--- config.mk ---
export PLATFORM = sky130hd
export DESIGN_NAME = fetch_prefetch_queue
export DESIGN_NICKNAME = d
export VERILOG_FILES = /design/src/rtl/fetch_prefetch_queue.sv
export SDC_FILE = /design/constraint.sdc
export NUM_CORES = 1
export LEC_CHECK = 0
export CAP_MARGIN = 20
export CORE_ASPECT_RATIO = 0.8
export CORE_MARGIN = 5
export CORE_UTILIZATION = 25
export CTS_BUF_LIST = sky130_fd_sc_hd__clkbuf_8
export DETAILED_ROUTE_END_ITERATION = 12
export GPL_TIMING_DRIVEN = 0
export PLACE_DENSITY_LB_ADDON = 0.15
export SETUP_SLACK_MARGIN = 0.05
export SLEW_MARGIN = 0
export SYNTH_ARGS = -nofsm -noshare
export SYNTH_HDL_FRONTEND = slang
export SYNTH_SLANG_ARGS = --single-unit
--- constraint.sdc ---
create_clock -name clk -period 2.5 [get_ports clk]
set_input_delay 0.25 -clock clk [delete_from_list [all_inputs] [get_ports clk]]
set_output_delay 0.25 -clock clk [all_outputs]
set_load 0.01 [all_outputs]
--- src/rtl/fetch_prefetch_queue.sv ---
// Instruction prefetch FIFO between synchronous imem and IF/ID, with credit-based fetch and redirect flush.
// Optional `define PREFETCH_BYPASS_EN forwards a response straight to the outputs when the FIFO is empty.
module fetch_prefetch_queue #(
   parameter int DEPTH  = 4,
   parameter int PC_W   = 8,
   parameter int INST_W = 8
) (
   input  logic              clk,
   input  logic              reset,
   output logic              imem_req,
   output logic [PC_W-1:0]   imem_addr,
   input  logic [INST_W-1:0] imem_rdata,
   input  logic              redirect,
   input  logic [PC_W-1:0]   redirect_addr,
   output logic [INST_W-1:0] inst_out,
   output logic [PC_W-1:0]   inst_pc,
   output logic              inst_valid,
   input  logic              inst_ready
);

   localparam int PTR_W = $clog2(DEPTH);
   localparam int CNT_W = PTR_W + 1;

   logic [PC_W-1:0]   pc_q, pc_d;
   logic [PC_W-1:0]   issue_pc_q, issue_pc_d;
   logic              inflight_q, inflight_d;
   logic [PTR_W-1:0]  head_q, head_d;
   logic [PTR_W-1:0]  tail_q, tail_d;
   logic [CNT_W-1:0]  count_q, count_d;
   logic [INST_W-1:0] inst_mem_q [DEPTH];
   logic [PC_W-1:0]   pc_mem_q   [DEPTH];

   logic credit_ok, rsp_vld, fifo_empty, push, pop;

   // A read is only issued when a slot is already reserved for its response.
   always_comb begin
      credit_ok  = (count_q + CNT_W'(inflight_q)) < CNT_W'(DEPTH);
      imem_req   = reset & ~redirect & credit_ok;
      imem_addr  = pc_q;
      rsp_vld    = inflight_q & ~redirect;
      fifo_empty = (count_q == '0);
      pop        = ~fifo_empty & inst_ready & ~redirect;
      inst_valid = ~fifo_empty;
      inst_out   = fifo_empty ? '0 : inst_mem_q[head_q];
      inst_pc    = fifo_empty ? '0 : pc_mem_q[head_q];
`ifdef PREFETCH_BYPASS_EN
      push = rsp_vld & ~(fifo_empty & inst_ready);
      if (fifo_empty && rsp_vld) begin
         inst_valid = 1'b1;
         inst_out   = imem_rdata;
         inst_pc    = issue_pc_q;
      end
`else
      push = rsp_vld;
`endif
   end

   always_comb begin
      pc_d       = pc_q;
      issue_pc_d = issue_pc_q;
      inflight_d = 1'b0;
      head_d     = head_q;
      tail_d     = tail_q;
      count_d    = count_q;
      if (redirect) begin
         pc_d    = redirect_addr;
         head_d  = '0;
         tail_d  = '0;
         count_d = '0;
      end else begin
         if (imem_req) begin
            pc_d       = pc_q + PC_W'(1);
            issue_pc_d = pc_q;
            inflight_d = 1'b1;
         end
         if (push) tail_d = tail_q + PTR_W'(1);
         if (pop)  head_d = head_q + PTR_W'(1);
         count_d = count_q + CNT_W'(push) - CNT_W'(pop);
      end
   end

   always_ff @(posedge clk or negedge reset) begin
      if (!reset) begin
         pc_q       <= '0;
         issue_pc_q <= '0;
         inflight_q <= 1'b0;
         head_q     <= '0;
         tail_q     <= '0;
         count_q    <= '0;
      end else begin
         pc_q       <= pc_d;
         issue_pc_q <= issue_pc_d;
         inflight_q <= inflight_d;
         head_q     <= head_d;
         tail_q     <= tail_d;
         count_q    <= count_d;
      end
   end

   // Entry storage needs no reset: outputs are masked while the FIFO is empty.
   always_ff @(posedge clk) begin
      if (push) begin
         inst_mem_q[tail_q] <= imem_rdata;
         pc_mem_q[tail_q]   <= issue_pc_q;
      end
   end

endmodule
==> impl_metrics.env, run 1 <==
export IMPL_report_final_slew_viol_count=0
export IMPL_cp_end_kind="output port"
export IMPL_cts_max_level=3
export IMPL_min_from="redirect"
export IMPL_place_gp_congestion=0.718
export IMPL_clock_fmax_ghz=0.428
export IMPL_path_buf_inv=3
export IMPL_cp_max_fo=4
export IMPL_core_area_sq_mm=0.0144
export IMPL_routed_top_layer="met4"
export IMPL_r2r_start="count_q[0]$_DFF_PN0_"
export IMPL_cts_clk_slew_worst_paths_ns=0.08
export IMPL_cts_sinks=88
export IMPL_drc_errors=0
export IMPL_slew_headroom_pct=37.1
export IMPL_wl_met1_um=3880
export IMPL_io_buffers=44
export IMPL_period_share_pct=93.4
export IMPL_power_mw=4.22
export IMPL_p_leak_nw=1.79
export IMPL_n_antenna_cell=0
export IMPL_track_usage_pct=9.65
export IMPL_cts_tree="built"
export IMPL_cp_slowest_stage_delay_ns=0.48
export IMPL_min_to="count_q[0]$_DFF_PN0_"
export IMPL_nNetsFinal=309
export IMPL_place_area_sq_mm=0.00439
export IMPL_setup_viol=0
export IMPL_rsz0062_at_grt="yes"
export IMPL_die_height_um=119
export IMPL_hold_depth=2
export IMPL_grt_pass1_wl_um=12800
export IMPL_root_buffer="clkbuf_8"
export IMPL_max_slew_worst_pin_slew_ns=0.943
export IMPL_wl_per_cell_um=16.5
export IMPL_yosysWarnings=0
export IMPL_outcome="finished clean"
export IMPL_fp_dieW_um=146
export IMPL_drtAntennaViolNets=0
export IMPL_synth_fp_nets=247
export IMPL_avgSynthCellArea_sq_um=16.8
export IMPL_numCtsBuffers=9
export IMPL_finalHoldViolCount=0
export IMPL_reg2reg_slack_ns=0.18
export IMPL_critPathKind="reg -> out"
export IMPL_crit_path_start="head_q[0]$_DFFE_PN0P_"
export IMPL_num_rows=39
export IMPL_synth_seq_cells=88
export IMPL_layout_common_cells="edfxtp_1 (64), clkdlybuf4s50_1 (30), and2_1 (20), dfrtp_1 (20), mux4_2 (16)"
export IMPL_drt_total_wl_um=7760
export IMPL_r2r_cells=10
export IMPL_ys_types=35
export IMPL_area_growth_pct=27.3
export IMPL_worst_path_max_delay_cell="mux4_2"
export IMPL_final_setup_tns_ns=0
export IMPL_overflow=0
export IMPL_netlist_instances=219
export IMPL_power_density_mw_per_mm2=899
export IMPL_seq_area_frac_synth_pct=68.4
export IMPL_antenna_found_initial=0
export IMPL_post_route_cells_drive_above_1_share_pct=21.3
export IMPL_critPathTopFamily="buffers and inverters"
export IMPL_ios=46
export IMPL_clock_latency_ns=0.35
export IMPL_critPathArrivalTime_ns=2.09
export IMPL_clock_path_buffers=2
export IMPL_cp_required_ns=2.25
export IMPL_wl_met2_um=3410
export IMPL_die_area_sq_mm=0.0173
export IMPL_finalClockSkew_ns=0.00902
export IMPL_drv_cap=0
export IMPL_grt_max_degree=17
export IMPL_synthesis_area_sq_mm=0.00369
export IMPL_start_util_pct=25.6
export IMPL_ir_worst_vdd_mv=0.257
export IMPL_dr_first_iter_drc_count=67
export IMPL_final_common_cell="edfxtp_1"
export IMPL_min_period_ns=2.34
export IMPL_critPathLaunchType="flop"
export IMPL_viasPerCell=4.25
export IMPL_drtPass1Iterations=4
export IMPL_hpwl_um=5070
export IMPL_crit_chain="buf_12 > buf_4 > mux4_2 > and2_1 > clkdlybuf4s50_1"
export IMPL_vias=1998
export IMPL_hold_class="in -> reg"
export IMPL_grt_pass1_vias=2209
export IMPL_final_area_sq_mm=0.00470
export IMPL_r2r_end="count_q[2]$_DFF_PN0_"
export IMPL_wl_met3_um=407
==> metrics by stage <==
| stage | utilization, % | hold WS, ns | instances | setup WS, ns |
|---|---|---|---|---|
| after global routing | 32.6 | 0.361 | 470 | 0.0197 |
| after global placement | 30.3 | 0.513 | 447 | -0.803 |
| after detailed placement | 30.5 | 0.528 | 448 | -0.415 |
| after floorplan | - | -0.0456 | 219 | 0.208 |
| final | 32.6 | 0.329 | 470 | 0.164 |
| after CTS | 32.4 | 0.327 | 469 | 0.0506 |
==> metal layers <==
layer  vias to the layer above  track usage [%]
met3                         9             3.90
met2                        48             14.4
met4                         0             2.31
li1                        943                -
met5                         -                0
met1                       998             13.2
==> worst max-delay path by stage <==
stage	end	slack, ns	cells after the start
3_3_place_gp	imem_req	-0.80	6
3_5_place_dp	imem_req	-0.41	6
6_report	inst_out[5]	0.16	5
4_1_cts	inst_pc[4]	0.05	4
2_1_floorplan	count_q[2]$_DFF_PN0_	0.21	11
5_1_grt	count_q[2]$_DFF_PN0_	0.02	10
==> registers in the layout, indices dropped and copies added, names as in the netlist <==
name and count:
count_q 3, head_q 2, imem_addr 8, inflight_q 1
inst_mem_q 32, issue_pc_q 8, pc_mem_q 32, tail_q 2
==> synth_stat cells <==
cell,count,share of area [%]
a31o_2,1,0.24
fa_1,1,0.54
a22oi_1,2,0.41
nor2_1,7,0.71
clkbuf_1,5,0.51
or2_1,1,0.17
nand2_1,8,0.81
dfrtp_1,24,16
mux2_4,7,2.9
buf_1,2,0.20
ha_1,7,2.4
buf_2,2,0.27
nand4_1,3,0.51
nor3_1,1,0.14
a211oi_1,1,0.20
nand2b_1,1,0.17
or3_1,1,0.17
mux2_2,2,0.61
edfxtp_1,64,52
and3_1,1,0.17
o21ai_0,8,1.1
xnor2_1,6,1.4
a21bo_1,1,0.27
nor2b_1,3,0.51
buf_6,1,0.31
a21oi_1,4,0.54
nand3_1,3,0.41
and2_1,20,3.4
o31ai_1,1,0.20
xor2_1,4,0.95
inv_1,8,0.81
nor4b_1,1,0.24
mux2i_1,1,0.27
nand4_2,1,0.34
mux4_2,16,9.8
==> cells by family (layout without fill, tap and decap cells) <==
family	count (synthesis)	count (layout)	share of synthesized area, %
flip-flops	88	88	68.4
AND/OR/NAND/NOR	51	51	7.74
multiplexers	26	26	13.5
AO/OA/AOI/OAI	18	18	2.95
buffers and inverters	18	85	2.10
XOR/XNOR	10	10	2.38
adder cells (fa/ha/maj)	8	8	2.92
==> power breakdown <==
group	total, mW	leakage [nW]	internal, mW	switching, mW
sequential	1.96	0.875	1.78	0.185
combinational	1.40	0.831	0.821	0.576
clock	0.861	0.0830	0.359	0.502
total	4.22	1.79	2.96	1.26
==> final cells by class <==
cell class | instances | area [sq um]
multi-input cells | 113 | 1120
clock buffers | 9 | 124
inverters | 8 | 30.0
repair buffers | 53 | 544
well taps | 184 | 230
flip-flops and latches | 88 | 2530
fillers | 1407 | 9700
plain buffers | 8 | 77.6
clock inverters | 7 | 46.3
==> what timing repair did <==
item | 4_1_cts | 5_1_grt
hold endpoints to repair | 13 | 0
gates resized for setup | 29 | 7
setup buffers | 5 | 1
hold buffers | 2 | 0
setup endpoints to repair | 20 | 10
pin swaps | 0 | 1
(Power assumes the default switching activity.)
==> run 2, diff against run 1 <==
--- a/config.mk
+++ b/config.mk
@@ -5,6 +5,7 @@
 export SDC_FILE = /design/constraint.sdc
 export NUM_CORES = 1
 export LEC_CHECK = 0
+export ABC_AREA = 1
 export CAP_MARGIN = 20
 export CORE_ASPECT_RATIO = 0.8
 export CORE_MARGIN = 5
@@ -13,7 +14,7 @@
 export DETAILED_ROUTE_END_ITERATION = 12
 export GPL_TIMING_DRIVEN = 0
 export PLACE_DENSITY_LB_ADDON = 0.15
-export SETUP_SLACK_MARGIN = 0.05
+export SETUP_SLACK_MARGIN = 0.15
 export SLEW_MARGIN = 0
 export SYNTH_ARGS = -nofsm -noshare
 export SYNTH_HDL_FRONTEND = slang
==> run 2 against run 1 <==
Compared with the run above: critical path depth is 1 higher; sequential power hardly changed; non-clock buffer count is 7 higher; combinational power hardly changed; core utilization hardly changed; synthesized area is 5.8% higher; die area is 5.4% higher; sequential share of layout area is 2.9 points lower; count of clock-buffer cells in the layout stayed put; critical path type unchanged; clock power is 1% lower; design area is 5.4% higher; synthesized cell count is 66% higher.
==> impl_metrics.env, run 2 <==
export IMPL_report_final_slew_viol_count=0
export IMPL_cp_required_ns=2.25
export IMPL_critPathKind="reg -> out"
export IMPL_ir_worst_vdd_mv=0.289
export IMPL_worst_path_max_delay_cell="clkdlybuf4s50_1"
export IMPL_met3_usage_pct=3.90
export IMPL_p_clk_share_pct=20.3
export IMPL_drtAntennaViolNets=0
export IMPL_power_mw=4.20
export IMPL_fp_dieW_um=150
export IMPL_cell_internal_pwr_mw=2.75
export IMPL_finalHoldViolCount=0
export IMPL_post_route_cells_drive_above_1_share_pct=15.6
export IMPL_drtPass1Iterations=4
export IMPL_grt_pass1_vias=2660
export IMPL_place_gp_congestion=0.770
export IMPL_synth_compound_area_share_pct=8.40
export IMPL_critPathTopFamily="buffers and inverters"
export IMPL_root_buffer="clkbuf_8"
export IMPL_finalClockSkew_ns=0.00892
export IMPL_cts_sinks=88
export IMPL_cp_end_kind="output port"
export IMPL_clock_path_buffers=2
export IMPL_slew_headroom_pct=62.8
export IMPL_seq_area_frac_synth_pct=64.7
export IMPL_p_leak_nw=2.02
export IMPL_drv_cap=0
export IMPL_avgSynthCellArea_sq_um=10.7
export IMPL_power_frac_comb_pct=33.6
export IMPL_cts_max_level=3
export IMPL_yosys_area_top_type="edfxtp_1"
export IMPL_synth_adder_area_share_pct=2.76
export IMPL_wl_per_cell_um=15.0
export IMPL_antenna_found_initial=0
export IMPL_overflow=0
export IMPL_synth_area_leaders="edfxtp_1 (49%), dfrtp_1 (15%), nor2_1 (7.5%)"
export IMPL_cp_slowest_stage_delay_ns=0.48
export IMPL_ios=46
export IMPL_synthMuxAreaShare_pct=0
export IMPL_rsz0062_at_grt="yes"
export IMPL_hpwl_um=6510
export IMPL_dr_first_iter_drc_count=117
export IMPL_drc_errors=0
export IMPL_die_height_um=122
export IMPL_met1_usage_pct=15.0
export IMPL_power_density_mw_per_mm2=848
export IMPL_grt_met2_usage_pct=16.8
export IMPL_min_period_ns=2.30
export IMPL_clock_latency_ns=0.35
export IMPL_synth_edf_count=64
export IMPL_critPathArrivalTime_ns=2.05
export IMPL_reg_largest_list="inst_mem_q x32, pc_mem_q x32"
export IMPL_vias=2691
export IMPL_share_seq_of_total_power_pct=46.1
export IMPL_num_rows=40
export IMPL_ys_types=27
export IMPL_numCtsBuffers=9
export IMPL_area_growth_pct=26.9
export IMPL_ys_async_sr_fraction_pct=27.3
export IMPL_outcome="finished clean"
export IMPL_core_area_sq_mm=0.0152
export IMPL_synth_top_area_share_pct=49.3
export IMPL_layout_common_cells="nor2_1 (74), edfxtp_1 (64), nand2_1 (55)"
export IMPL_clock_fmax_ghz=0.435
export IMPL_grt_pass1_wl_um=15100
export IMPL_viasPerCell=4.20
export IMPL_track_usage_pct=10.9
export IMPL_synth_ff_type="edfxtp_1"
export IMPL_nNetsFinal=454
export IMPL_start_util_pct=25.7
export IMPL_drt_total_wl_um=9600
export IMPL_crit_chain="nor2_1 > nand2_2 > inv_2 > buf_4 > a21oi_1 > clkdlybuf4s50_1"
export IMPL_switchingPower_mw=1.45
export IMPL_die_area_sq_mm=0.0182
export IMPL_final_common_cell="nor2_1"
export IMPL_synth_seq_cells=88
export IMPL_place_area_sq_mm=0.00471
export IMPL_period_share_pct=92.0
export IMPL_cts_clk_slew_worst_paths_ns=0.09
export IMPL_grt_max_degree=16
export IMPL_hold_class="in -> reg"
export IMPL_io_buffers=45
export IMPL_max_slew_worst_pin_slew_ns=0.558
export IMPL_grt_busiest_layer="met2"
export IMPL_synth_top_family_by_area="simple AND/OR/NAND/NOR gates"
export IMPL_setup_viol=0
export IMPL_cts_tree="built"
export IMPL_netlist_instances=363
export IMPL_cp_max_fo=10
export IMPL_n_antenna_cell=0
export IMPL_synth_fp_nets=391
export IMPL_switching_share_pct=34.6
export IMPL_yosys_area_share_simple_pct=18.6
export IMPL_synth_most_common_cell="nor2_1"
export IMPL_final_area_sq_mm=0.00495
export IMPL_netlist_top_cells_count="nor2_1 (78), edfxtp_1 (64), nand2_1 (56), o21ai_0 (31), dfrtp_1 (24)"
export IMPL_path_buf_inv=3
export IMPL_post_route_util_pct=32.6
export IMPL_yosysWarnings=0
export IMPL_critPathLaunchType="flop"
export IMPL_synthesis_area_sq_mm=0.00390
export IMPL_synth_xor_area_share_pct=0.225
-- run 2: per-stage QoR --
stage | setup TNS, ns | hold slack [ns] | std cells | setup WS [ns]
floorplan | 0 | -0.0456 | 363 | 0.441
global placement | -34.55 | 0.509 | 618 | -0.563
detailed placement | -0.373 | 0.516 | 623 | -0.178
CTS | 0 | 0.0410 | 638 | 0.118
global route | 0 | 0.365 | 640 | 0.0569
finish | 0 | 0.335 | 640 | 0.201
-- run 2: layout make-up --
type,count,area [sq um]
Multi-Input combinational cell,235,1190
Timing Repair Buffer,52,563
Clock inverter,6,37.5
Inverter,24,95.1
Sequential cell,88,2520
Buffer,16,155
Tap cell,210,263
Fill cell,1562,10200
Clock buffer,9,124
-- run 2: final timing paths --
kind,to,cells past startpoint,slack (ns),from
min in group asynchronous,imem_addr[6]$_DFFE_PN0P_,2,0.47,reset
max reg2reg,count_q[2]$_DFF_PN0_,11,0.23,count_q[1]$_DFF_PN0_
min reg2reg,pc_mem_q[0][5]$_DFFE_PP_,0,0.53,issue_pc_q[5]$_DFFE_PN0P_
max in group asynchronous,count_q[1]$_DFF_PN0_,2,1.65,reset
min,inflight_q$_DFF_PN0_,5,0.33,reset
max,inst_out[5],6,0.20,count_q[1]$_DFF_PN0_
-- run 2: power by group through the flow --
stage | registers, mW | clock network, mW | logic [mW]
2_1_floorplan | 1.92 | 0 | 0.739
3_3_place_gp | 1.96 | 0 | 1.38
3_5_place_dp | 1.97 | 0 | 1.41
4_1_cts | 1.94 | 0.884 | 1.45
5_1_grt | 1.96 | 0.950 | 1.58
6_report | 1.94 | 0.852 | 1.41
-- run 2: cells by family after synthesis --
| logic type | after synthesis |
|---|---|
| flops | 88 |
| buf+inv | 40 |
| xor+xnor | 1 |
| fa+ha+maj | 8 |
| compound gates | 61 |
| simple gates | 165 |
-- run 2: tightest hold or removal path, delay by kind of cell --
| kind | cells | cell delay, ns |
|---|---|---|
| buffers and inverters | 2 | 0.18 |
| and+or+nand+nor | 3 | 0.22 |
-- run 2: routing by layer --
metal | up-vias | share of wire (%)
li1 | 1347 | -
met5 | - | 0
met3 | 5 | 5.1
met1 | 1280 | 50
met4 | 0 | 0.57
met2 | 59 | 45
-- run 2: repair_timing --
action | in CTS | in global routing
hold endpoints to repair | 0 | 10
endpoints found under the setup margin | 17 | 15
cloned | 0 | 0
gates resized for setup | 16 | 13
buffers inserted | 0 | 0
hold buffers | 0 | 2
